==> src/rtl/elevator_dispatcher.sv <==
// -----------------------------------------------------------------------------
// elevator_dispatcher
// Hall-call scheduler for a single-car elevator. Each floor may hold one
// pending call (origin = floor index, plus a stored destination). Pending
// calls are issued to the car one at a time in round-robin order. The car's
// idle flag marks acceptance (idle drops) and completion (idle returns).
// Emergency stop freezes dispatch but keeps every queued call.
//
// Ports
//   clk            system clock, rising edge
//   reset          asynchronous active-low reset, clears all state
//   call_req       per-floor call request, held until ack or reject
//   call_dest      per-floor destination, slice [f*FW +: FW]
//   emergency_stop active-high dispatch halt
//   car_idle       car controller idle flag
//   car_en         request-valid to the car
//   car_origin     origin floor of the issued call
//   car_dest       destination of the issued call
//   call_ack       one-cycle pulse, call latched
//   call_reject    one-cycle pulse, call invalid and dropped
//   call_pending   pending bit per floor
//   busy           high whenever the dispatcher is not idle
// -----------------------------------------------------------------------------
module elevator_dispatcher #(
    parameter int NFLOORS        = 5,
    parameter int FW             = 3,
    parameter int ACCEPT_TIMEOUT = 8
) (
    input  logic                  clk,
    input  logic                  reset,
    input  logic [NFLOORS-1:0]    call_req,
    input  logic [NFLOORS*FW-1:0] call_dest,
    input  logic                  emergency_stop,
    input  logic                  car_idle,
    output logic                  car_en,
    output logic [FW-1:0]         car_origin,
    output logic [FW-1:0]         car_dest,
    output logic [NFLOORS-1:0]    call_ack,
    output logic [NFLOORS-1:0]    call_reject,
    output logic [NFLOORS-1:0]    call_pending,
    output logic                  busy
);

    localparam int              CW        = $clog2(ACCEPT_TIMEOUT + 1);
    localparam logic [CW-1:0]   CNT_LAST  = CW'(ACCEPT_TIMEOUT - 1);
    localparam logic [FW:0]     FLOOR_LIM = (FW+1)'(NFLOORS);
    localparam logic [FW-1:0]   FLOOR_TOP = FW'(NFLOORS - 1);

    typedef enum logic [1:0] {
        ST_IDLE      = 2'd0,
        ST_DISPATCH  = 2'd1,
        ST_WAIT_DONE = 2'd2,
        ST_HALT      = 2'd3
    } state_t;

    state_t              state_r, state_s;
    logic [NFLOORS-1:0]  pending_r, pending_s;
    logic [NFLOORS-1:0]  set_s, reject_s, clr_s;
    logic [FW-1:0]       dest_r [NFLOORS];
    logic [FW-1:0]       ptr_r, ptr_s;
    logic [CW-1:0]       cnt_r, cnt_s;
    logic                car_en_r, car_en_s;
    logic [FW-1:0]       origin_r, origin_s;
    logic [FW-1:0]       cdest_r, cdest_s;
    logic [NFLOORS-1:0]  ack_r, reject_r;
    logic                busy_r, busy_s;
    logic                sel_valid_s;
    logic [FW-1:0]       sel_floor_s;

    // Successor floor with wrap from the top floor back to floor 0.
    function automatic logic [FW-1:0] next_floor(input logic [FW-1:0] f);
        logic [FW-1:0] n;
        if (f == FLOOR_TOP) begin
            n = '0;
        end else begin
            n = f + 1'b1;
        end
        return n;
    endfunction

    // Round-robin search: first pending floor at or after ptr, wrapping.
    always_comb begin
        logic [FW-1:0] idx_v;
        sel_valid_s = 1'b0;
        sel_floor_s = '0;
        idx_v       = ptr_r;
        for (int i = 0; i < NFLOORS; i++) begin
            if (!sel_valid_s && pending_r[idx_v]) begin
                sel_valid_s = 1'b1;
                sel_floor_s = idx_v;
            end else begin
                sel_valid_s = sel_valid_s;
            end
            idx_v = next_floor(idx_v);
        end
    end

    // Validate new calls; a floor that already has a pending call ignores its request.
    always_comb begin
        set_s    = '0;
        reject_s = '0;
        for (int f = 0; f < NFLOORS; f++) begin
            if (call_req[f] && !pending_r[f]) begin
                if ((call_dest[f*FW +: FW] == FW'(f)) ||
                    ({1'b0, call_dest[f*FW +: FW]} >= FLOOR_LIM)) begin
                    reject_s[f] = 1'b1;
                end else begin
                    set_s[f] = 1'b1;
                end
            end else begin
                set_s[f] = 1'b0;
            end
        end
    end

    // State register.
    always_ff @(posedge clk or negedge reset) begin
        if (!reset) begin
            state_r <= ST_IDLE;
        end else begin
            state_r <= state_s;
        end
    end

    // Next-state logic; emergency stop overrides every other transition.
    always_comb begin
        state_s = state_r;
        if (emergency_stop) begin
            state_s = ST_HALT;
        end else begin
            case (state_r)
                ST_IDLE: begin
                    if (sel_valid_s && car_idle) state_s = ST_DISPATCH;
                    else                         state_s = ST_IDLE;
                end
                ST_DISPATCH: begin
                    if (!car_idle)                state_s = ST_WAIT_DONE;
                    else if (cnt_r == CNT_LAST)   state_s = ST_IDLE;
                    else                          state_s = ST_DISPATCH;
                end
                ST_WAIT_DONE: begin
                    if (car_idle) state_s = ST_IDLE;
                    else          state_s = ST_WAIT_DONE;
                end
                ST_HALT: begin
                    if (car_idle) state_s = ST_IDLE;
                    else          state_s = ST_HALT;
                end
                default: state_s = ST_IDLE;
            endcase
        end
    end

    // Next values of the registered outputs, pointer, counter and pending store.
    always_comb begin
        car_en_s = car_en_r;
        origin_s = origin_r;
        cdest_s  = cdest_r;
        ptr_s    = ptr_r;
        cnt_s    = cnt_r;
        clr_s    = '0;
        if (emergency_stop) begin
            car_en_s = 1'b0;
        end else begin
            case (state_r)
                ST_IDLE: begin
                    if (sel_valid_s && car_idle) begin
                        car_en_s = 1'b1;
                        origin_s = sel_floor_s;
                        cdest_s  = dest_r[sel_floor_s];
                        cnt_s    = '0;
                    end else begin
                        car_en_s = 1'b0;
                    end
                end
                ST_DISPATCH: begin
                    if (!car_idle) begin
                        car_en_s = 1'b0;
                        clr_s    = {{(NFLOORS-1){1'b0}}, 1'b1} << origin_r;
                        ptr_s    = next_floor(origin_r);
                    end else if (cnt_r == CNT_LAST) begin
                        // Unaccepted call stays pending; moving ptr on avoids starving others.
                        car_en_s = 1'b0;
                        ptr_s    = next_floor(origin_r);
                    end else begin
                        cnt_s = cnt_r + 1'b1;
                    end
                end
                ST_WAIT_DONE: car_en_s = 1'b0;
                ST_HALT:      car_en_s = 1'b0;
                default:      car_en_s = 1'b0;
            endcase
        end
        // Set and clear never hit the same floor: set requires pending_r low.
        pending_s = (pending_r & ~clr_s) | set_s;
        busy_s    = (state_s != ST_IDLE);
    end

    // Datapath registers.
    always_ff @(posedge clk or negedge reset) begin
        if (!reset) begin
            pending_r <= '0;
            ptr_r     <= '0;
            cnt_r     <= '0;
            car_en_r  <= 1'b0;
            origin_r  <= '0;
            cdest_r   <= '0;
            ack_r     <= '0;
            reject_r  <= '0;
            busy_r    <= 1'b0;
            for (int f = 0; f < NFLOORS; f++) dest_r[f] <= '0;
        end else begin
            pending_r <= pending_s;
            ptr_r     <= ptr_s;
            cnt_r     <= cnt_s;
            car_en_r  <= car_en_s;
            origin_r  <= origin_s;
            cdest_r   <= cdest_s;
            ack_r     <= set_s;
            reject_r  <= reject_s;
            busy_r    <= busy_s;
            for (int f = 0; f < NFLOORS; f++) begin
                if (set_s[f]) dest_r[f] <= call_dest[f*FW +: FW];
            end
        end
    end

    assign car_en       = car_en_r;
    assign car_origin   = origin_r;
    assign car_dest     = cdest_r;
    assign call_ack     = ack_r;
    assign call_reject  = reject_r;
    assign call_pending = pending_r;
    assign busy         = busy_r;

endmodule

==> config.mk <==
export PLATFORM = sky130hd
export DESIGN_NAME = elevator_dispatcher
export DESIGN_NICKNAME = d
export VERILOG_FILES = /design/src/rtl/elevator_dispatcher.sv
export SDC_FILE = /design/constraint.sdc
export NUM_CORES = 1
export LEC_CHECK = 0
export ABC_AREA = 1
export ABC_CLOCK_PERIOD_IN_PS = 4160
export CORE_UTILIZATION = 54
export CTS_CLUSTER_SIZE = 24
export DETAILED_ROUTE_END_ITERATION = 12
export HOLD_SLACK_MARGIN = 0.06
export PLACE_DENSITY = 0.8
export SYNTH_ARGS = -nofsm -noshare
export SYNTH_HDL_FRONTEND = slang
export SYNTH_SLANG_ARGS = --single-unit
==> constraint.sdc <==
create_clock -name clk -period 4.16 [get_ports clk]
set_clock_uncertainty 0.15 [all_clocks]
set_input_delay 0.624 -clock clk [delete_from_list [all_inputs] [get_ports clk]]
set_output_delay 0.624 -clock clk [all_outputs]
set_load 0.02 [all_outputs]
Word-level counts from Yosys, hierarchy flattened
Cells that the tools add are included.
{"block": "totals", "register_bits": 47}
{"block": "op_classes", "n_addsub": 6, "magnitude_cmp": 11, "eq_ne": 18, "shift": 1, "mux": 69, "bitwise": 5, "reduce_logical": 32}
{"op": "$mux 3", "n": 14}
{"op": "$mux 1", "n": 36}
{"op": "$lt 3x4->1 const B", "n": 5}
{"op": "$eq 3x3->1 const B", "n": 6}
{"op": "$add 3x1->3 const B", "n": 5}
{"op": "$bmux 1 s3", "n": 5}
{"op": "$ge 3x3->1 const B", "n": 5}
{"op": "$mux 5", "n": 3}
{"op": "$mux 4", "n": 3}
{"op": "$logic_and 1x1->1", "n": 10}
{"op": "$bmux 3 s3", "n": 1}
{"op": "$logic_not 1->1", "n": 9}
{"op": "$mux 2", "n": 4}
{"op": "$pmux 2 s4", "n": 1}
{"op": "$pmux 4 s2", "n": 1}
{"op": "$eq 3x2->1 const B", "n": 2}
{"op": "$ne 2x2->1 const B", "n": 3}
{"op": "$reduce_and 3->1", "n": 2}
{"op": "$and 5x5->5", "n": 1}
{"op": "$logic_or 1x1->1", "n": 5}
{"op": "$not 5->5", "n": 1}
{"op": "$or 5x5->5", "n": 1}
{"op": "$reduce_and 5->1", "n": 1}
{"op": "$shl 1x3->5 const A", "n": 1}
{"op": "other kinds (15)", "n": 17}

Longest topological paths before layout
Gate-level depths: netlist of the first run.
{"block": "depth", "depth_word": 20, "mapped_depth": 26, "ltp_nobuf": 25}

Least setup slack after synthesis of the first run
OpenSTA, ideal clock, no wires.
{"block": "synth_timing", "path_type": "register to register", "start": "register ptr_r[0]", "end": "register cdest_r[0] (netlist: car_dest[0])", "setup_time_ns": 0.122, "t_arrival_ns": 2.938, "path_slack_ns": 0.950, "path_stages_with_launch": 25, "period_less_slack_ns": 3.210, "path_cell_list": "dfrtp_1 inv_2 ha_1 nand2_2 nand2_2 ha_1 nand4_4 nand2_4 inv_2 ha_1 nor2_1 nand2_1 nand2_2 nand3_1 nand2_2 nand3_2 nand2_2 inv_2 nand2_4 nand3_4 nor2_4 inv_2 buf_6 a21oi_1 a21oi_1"}
{"block": "synth_via", "elab_chain_cells": 19, "word_cells_on_any_way": 46}
{"element": "from (decl)", "line": "60", "source": "logic [FW-1:0] ptr_r, ptr_s;"}
{"element": "from (signal assigned)", "line": "214", "source": "ptr_r <= ptr_s;"}
{"element": "branches (longest 19 deep; another with $add 3x1->3)"}
{"element": "to (signal assigned)", "line": "218", "source": "cdest_r <= cdest_s;"}
{"element": "to (decl)", "line": "64", "source": "logic [FW-1:0] cdest_r, cdest_s;"}
Parallel ways; which one is timed is not known. The select of a mux whose other input is x is not followed.
A chain may end at the register's enable or synchronous reset.

Worst setup path in the final report of the first run
{"block": "layout_timing", "start": "register ptr_r[0]", "end": "register cnt_r[0]"}
{"block": "layout_via", "elab_chain_cells": 18, "word_cells_on_any_way": 38}
{"element": "branches (longest 14 deep; another with $add 3x1->3)"}
{"element": "$mux 1 *", "line": "88", "source": "if (!sel_valid_s && pending_r[idx_v]) begin"}
{"element": "$logic_and 1x1->1 *", "line": "167", "source": "if (sel_valid_s && car_idle) begin"}
{"element": "$ne 2x2->1 (no line) *"}
{"element": "$reduce_and 5->1 (no line) *"}
{"element": "to (signal assigned)", "line": "215", "source": "cnt_r <= cnt_s;"}
{"element": "to (decl)", "line": "61", "source": "logic [CW-1:0] cnt_r, cnt_s;"}
Mark *: on every way between the ends. The select of a mux whose other input is x is not followed.

==> impl_metrics.yaml, run 1 <==
drt:
  vias: 2638
  drc: 0
  drt-initial-drc-count: 222
  ant_nets: 0
  wl_per_cell_um: 13.6
  dr.pass1.iters: 5
  wl_mm: 6.86
  viasPerCell: 5.23
place:
  dp_hpwl_mm: 5.22
  portBuffers: 46
  gp_congestion: 0.939
min_path:
  hp-class: "in -> async"
outcome:
  status: "finished clean"
sta:
  drv_slew: 0
  hold_viol: 0
  fin_tns_setup_ns: 0
  max_freq_mhz: 270
  post-route-min-period_ns: 3.70
  grt_setup_unrepaired: "false"
  setup_viol_count_final: 0
  slew-limit-headroom_pct: 32.5
  worstMarginPinSlew_ns: 1.01
  fin_crit_sh_pct: 89.0
floorplan:
  pin_count: 47
  die_area_mm2: 0.00571
  die_x_um: 75.6
  die_h_um: 75.6
  coreArea_mm2: 0.00517
  rows: 26
  start_util_pct: 56.5
clock_network:
  cts_root_buffer: "clkbuf_8"
  clk-insertion-delay-late_ns: 0.31
  cts.sinks: 47
  cts_buffers: 5
  post_cts_buffers: 0
  htreeDepth: 2
  clockBufferDepth: 2
  cts_tree: "yes"
  clkTransAtPathRegs_ns: 0.09
  cts_hold_buffers: 0
  cts-resized-gates: 0
critical_path:
  cp.arrival_ns: 3.76
  critPathTopFamily: "simple AND/OR/NAND/NOR gates"
  worstPathRequired_ns: 4.21
  path_cells: "inv_2, ha_1, nand2_2, nand2_2, ha_1, nand4_4, nand2_4, inv_2, ha_1, nor2_1, nand2_1, nand2_2, nand2_1, nand3b_1, nand3_2, nand2_2, inv_2, nand2_4, nand3_4, nor2_4, inv_2, nand2_1, o21ai_0, o21a_1"
  crit_type: "reg -> reg"
  slowest_delay_ns: 0.46
  crit_slowest_cell: "dfrtp_1"
  path_max_fanout: 11
  cp-start-kind: "flop"
  cp-end-kind: "flop"
  cp_num_buf_inv: 4
global_routing:
  grt_max_degree: 48
  antenna_found_initial: 0
  grt-ovfl-total: 0
  grt_pass1_wl_mm: 11.0
  grt_pass1_vias: 2454
  grt_usage_pct: 26.0
final_layout:
  final_cell_mix: "nand2_1 (103), inv_1 (52), dfrtp_1 (47)"
  seqCellArea_mm2: 0.00118
  fillers: 406
  layout_commonest_cell: "nand2_1"
  n_antenna_cell: 0
  syn2layout_area_growth_pct: 21.9
  layout-drive-gt1-share_pct: 11.8
  nets: 469
  multi_input_area_mm2: 0.00151
logic_synthesis:
  syn-num-nets: 418
  yosysUniqueCellTypes: 32
  netlist_area_mm2: 0.00292
  synthCells: 382
  seq_area_frac_synth_pct: 40.2
  ys_warn_count: 0
  avgSynthCellArea_um2: 7.65
  ys_seq_elements: 47
job:
  cap_violations: 0
==> layout make-up <==
type	count	share of cell area (%)
tap	70	2.46
clock inverter	3	1.23
multi-input combinational	274	42.4
sequential	47	33.0
inverter	59	6.21
clock buffer	5	1.93
timing repair buffer	46	12.8
==> per-stage QoR <==
step	hold WS [ns]	util, %	cells	worst slack, ns	area (µm²)
finish	0.336	68.9	504	0.459	3560
global route	0.356	68.9	504	0.113	3560
global placement	0.314	66.7	496	0.666	3450
CTS	0.337	68.9	504	0.478	3560
floorplan	0.178	-	382	0.950	2920
detailed placement	0.317	66.7	496	0.500	3450
==> cell usage after synthesis (all sizes together) <==
library cell  count  area, µm²
nand2           123        537
inv              59        221
dfrtp            47       1180
nand3            44        273
o21ai            31        159
nor2             21        109
ha               12        150
a21oi             8       40.0
nand4             7       58.8
nor3              6       30.0
and3              4       25.0
nand3b            4       30.0
o211ai            4       30.0
or2               3       18.8
a31oi             1       6.26
and2              1       6.26
buf               1       11.3
clkbuf            1       3.75
maj3              1       10.0
nor3b             1       7.51
o21a              1       7.51
o21bai            1       7.51
or3               1       6.26
==> kinds of logic (layout without fill, tap and decap cells) <==
kind of cell    count (synthesis)  count (layout)  synth area share (%)
fa+ha+maj                      13              13                  5.48
simple gates                  215             215                  37.7
flops                          47              47                  40.2
buf+inv                        61             113                  8.09
compound gates                 46              46                  8.56
==> path summary, 6_finish.rpt <==
path                       startpoint          to  slack, ns  cells past startpoint
setup reg to reg             ptr_r[0]    cnt_r[0]       0.46                     24
setup / recovery             ptr_r[0]    cnt_r[0]       0.46                     24
max in group asynchronous       reset  dest_r[12]       2.90                      1
hold / removal                  reset   dest_r[3]       0.34                      1
hold reg to reg             dest_r[6]   dest_r[6]       0.34                      2
min in group clk            dest_r[6]   dest_r[6]       0.34                      2
==> state kept, by name (all words and copies together), names as in the netlist <==
register / cells
car_dest: 3
state_r: 2
busy: 1
call_pending: 5
car_origin: 3
dest_r: 15
cnt_r: 4
ptr_r: 3
car_en: 1
call_ack: 5
call_reject: 5
==> layer usage <==
layer	routed length [µm]	GRT usage, %	part of all wire (%)
met2	3350	42.8	49
met3	283	5.16	4.1
met1	3080	34.9	45
met4	150	7.82	2.2
met5	0	0	0
Power of run 1 is not shown: default switching activity piles up to over one toggle a cycle in this logic, so the estimate is an artifact.
==> run 2: changes to the inputs <==
Settings changed: GPL_TIMING_DRIVEN set to 0.
==> impl_metrics.yaml, run 2 (same netlist as run 1, synthesis figures left out) <==
sta:
  fin_crit_sh_pct: 87.7
  hold_viol: 0
  hold_slack_ns: 0.0829
  drv_slew: 0
  worstMarginPinSlew_ns: 0.683
  post-route-min-period_ns: 3.65
  slew-limit-headroom_pct: 54.1
  setup_viol_count_final: 0
  fin_tns_setup_ns: 0
  max_freq_mhz: 274
  grt_setup_unrepaired: "false"
outcome:
  status: "finished clean"
clock_network:
  clkTransAtPathRegs_ns: 0.09
  clk-insertion-delay-late_ns: 0.30
  cts.sinks: 47
  cts_buffers: 5
  cts_hold_buffers: 0
  clockBufferDepth: 2
  post_cts_buffers: 0
  cts_root_buffer: "clkbuf_8"
  cts-resized-gates: 0
  cts_tree: "yes"
  htreeDepth: 2
critical_path:
  crit_type: "reg -> reg"
  worstReg2RegStart: "ptr_r[0]"
  slowest_delay_ns: 0.47
  cp-end-kind: "flop"
  cp-start-kind: "flop"
  crit_slowest_cell: "dfrtp_1"
  r2r_end: "car_dest[2]"
  path_cells: "inv_2, ha_1, nand2_2, nand2_2, ha_1, nand4_4, nand2_4, ha_1, nand3_4, nand2_4, nor2_1, nand2_1, nand3_1, nand2_2, nor2_4, nand3_2, nand2_2, inv_2, nand2_1, nand3_1, nand3_1, nand3_1"
  critPathTopFamily: "simple AND/OR/NAND/NOR gates"
  cp_num_buf_inv: 2
  worstRegToRegCells: 22
  regToRegSetupSlack_ns: 0.51
  cp.depth: 22
  cp.arrival_ns: 3.68
  path_max_fanout: 8
  worstPathRequired_ns: 4.19
drt:
  wl_per_cell_um: 13.1
  drc: 0
  ant_nets: 0
  wl_met3_um: 252
  drt-met1-wl_mm: 3.05
  viasPerCell: 5.23
  drt-initial-drc-count: 131
  vias: 2647
  dr.pass1.iters: 5
  met2_length_mm: 3.22
  wl_mm: 6.65
  top_layer: "met4"
global_routing:
  grt_max_degree: 32
  grt_usage_pct: 25.5
  antenna_found_initial: 0
  grt_pass1_wl_mm: 10.8
  grt-ovfl-total: 0
  grt_pass1_vias: 2406
final_layout:
  layout_commonest_cell: "nand2_1"
  syn2layout_area_growth_pct: 22.9
  n_antenna_cell: 0
  layout-drive-gt1-share_pct: 11.9
  nets: 472
  final_cell_mix: "nand2_1 (103), inv_1 (52), dfrtp_1 (47)"
  fillers: 434
  largest_register_ff_count: 15
  regMostFlops: "dest_r"
place:
  gp_congestion: 0.861
  dp_hpwl_mm: 5.19
  portBuffers: 46
floorplan:
  die_x_um: 75.6
  pin_count: 47
  coreArea_mm2: 0.00517
  die_area_mm2: 0.00571
  die_h_um: 75.6
  start_util_pct: 56.5
  rows: 26
min_path:
  hp-class: "in -> async"
job:
  cap_violations: 0
[run 2: cell types whose count changed in the layout (fill, tap and decap cells not counted), sizes merged]
cell,delta
buf,+2
clkbuf,+1
clkinv,-2
clkinvlp,+1
[run 2: per-stage QoR]
stage | area (µm²) | std cells | worst slack [ns] | util (%)
final | 3590 | 506 | 0.510 | 69.5
after global placement | 3470 | 498 | 0.643 | 67.1
after CTS | 3590 | 506 | 0.506 | 69.5
after floorplan | 2920 | 382 | 0.950 | -
after global routing | 3590 | 506 | 0.220 | 69.5
after detailed placement | 3490 | 499 | 0.520 | 67.4
[run 2: worst max-delay path by stage]
stage	endpoint	start
after global routing	car_dest[1]	ptr_r[0]
final	car_dest[2]	ptr_r[0]
after floorplan	car_dest[0]	ptr_r[0]
after detailed placement	car_dest[2]	ptr_r[0]
after global placement	car_dest[0]	ptr_r[0]
after CTS	car_dest[2]	ptr_r[0]
[run 2: layout make-up]
cell class,instances,area (µm²),area share (%)
buffer,2,15.0,0.418
clock inverter,2,37.5,1.04
sequential,47,1180,32.7
timing repair buffer,47,475,13.2
inverter,59,221,6.16
multi-input combinational,274,1510,42.1
tap,70,87.6,2.44
clock buffer,5,68.8,1.92
[run 2: metal layers]
metal	global-route usage (%)	vias up
met1	34.1	1239
met5	0	-
li1	-	1344
met3	4.23	11
met2	43.0	53
met4	7.41	0
[run 2: worst reg2reg max path, cell delays in order (launching register included)]
cell and delay, ns:
dfrtp_1 0.47, inv_2 0.12, ha_1 0.24, nand2_2 0.15, nand2_2 0.16, ha_1 0.28, nand4_4 0.14, nand2_4 0.11
ha_1 0.26, nand3_4 0.14, nand2_4 0.08, nor2_1 0.10, nand2_1 0.06, nand3_1 0.09, nand2_2 0.10, nor2_4 0.16
nand3_2 0.15, nand2_2 0.20, inv_2 0.06, nand2_1 0.06, nand3_1 0.08, nand3_1 0.09, nand3_1 0.07
Power of run 2 is left out for the same reason.
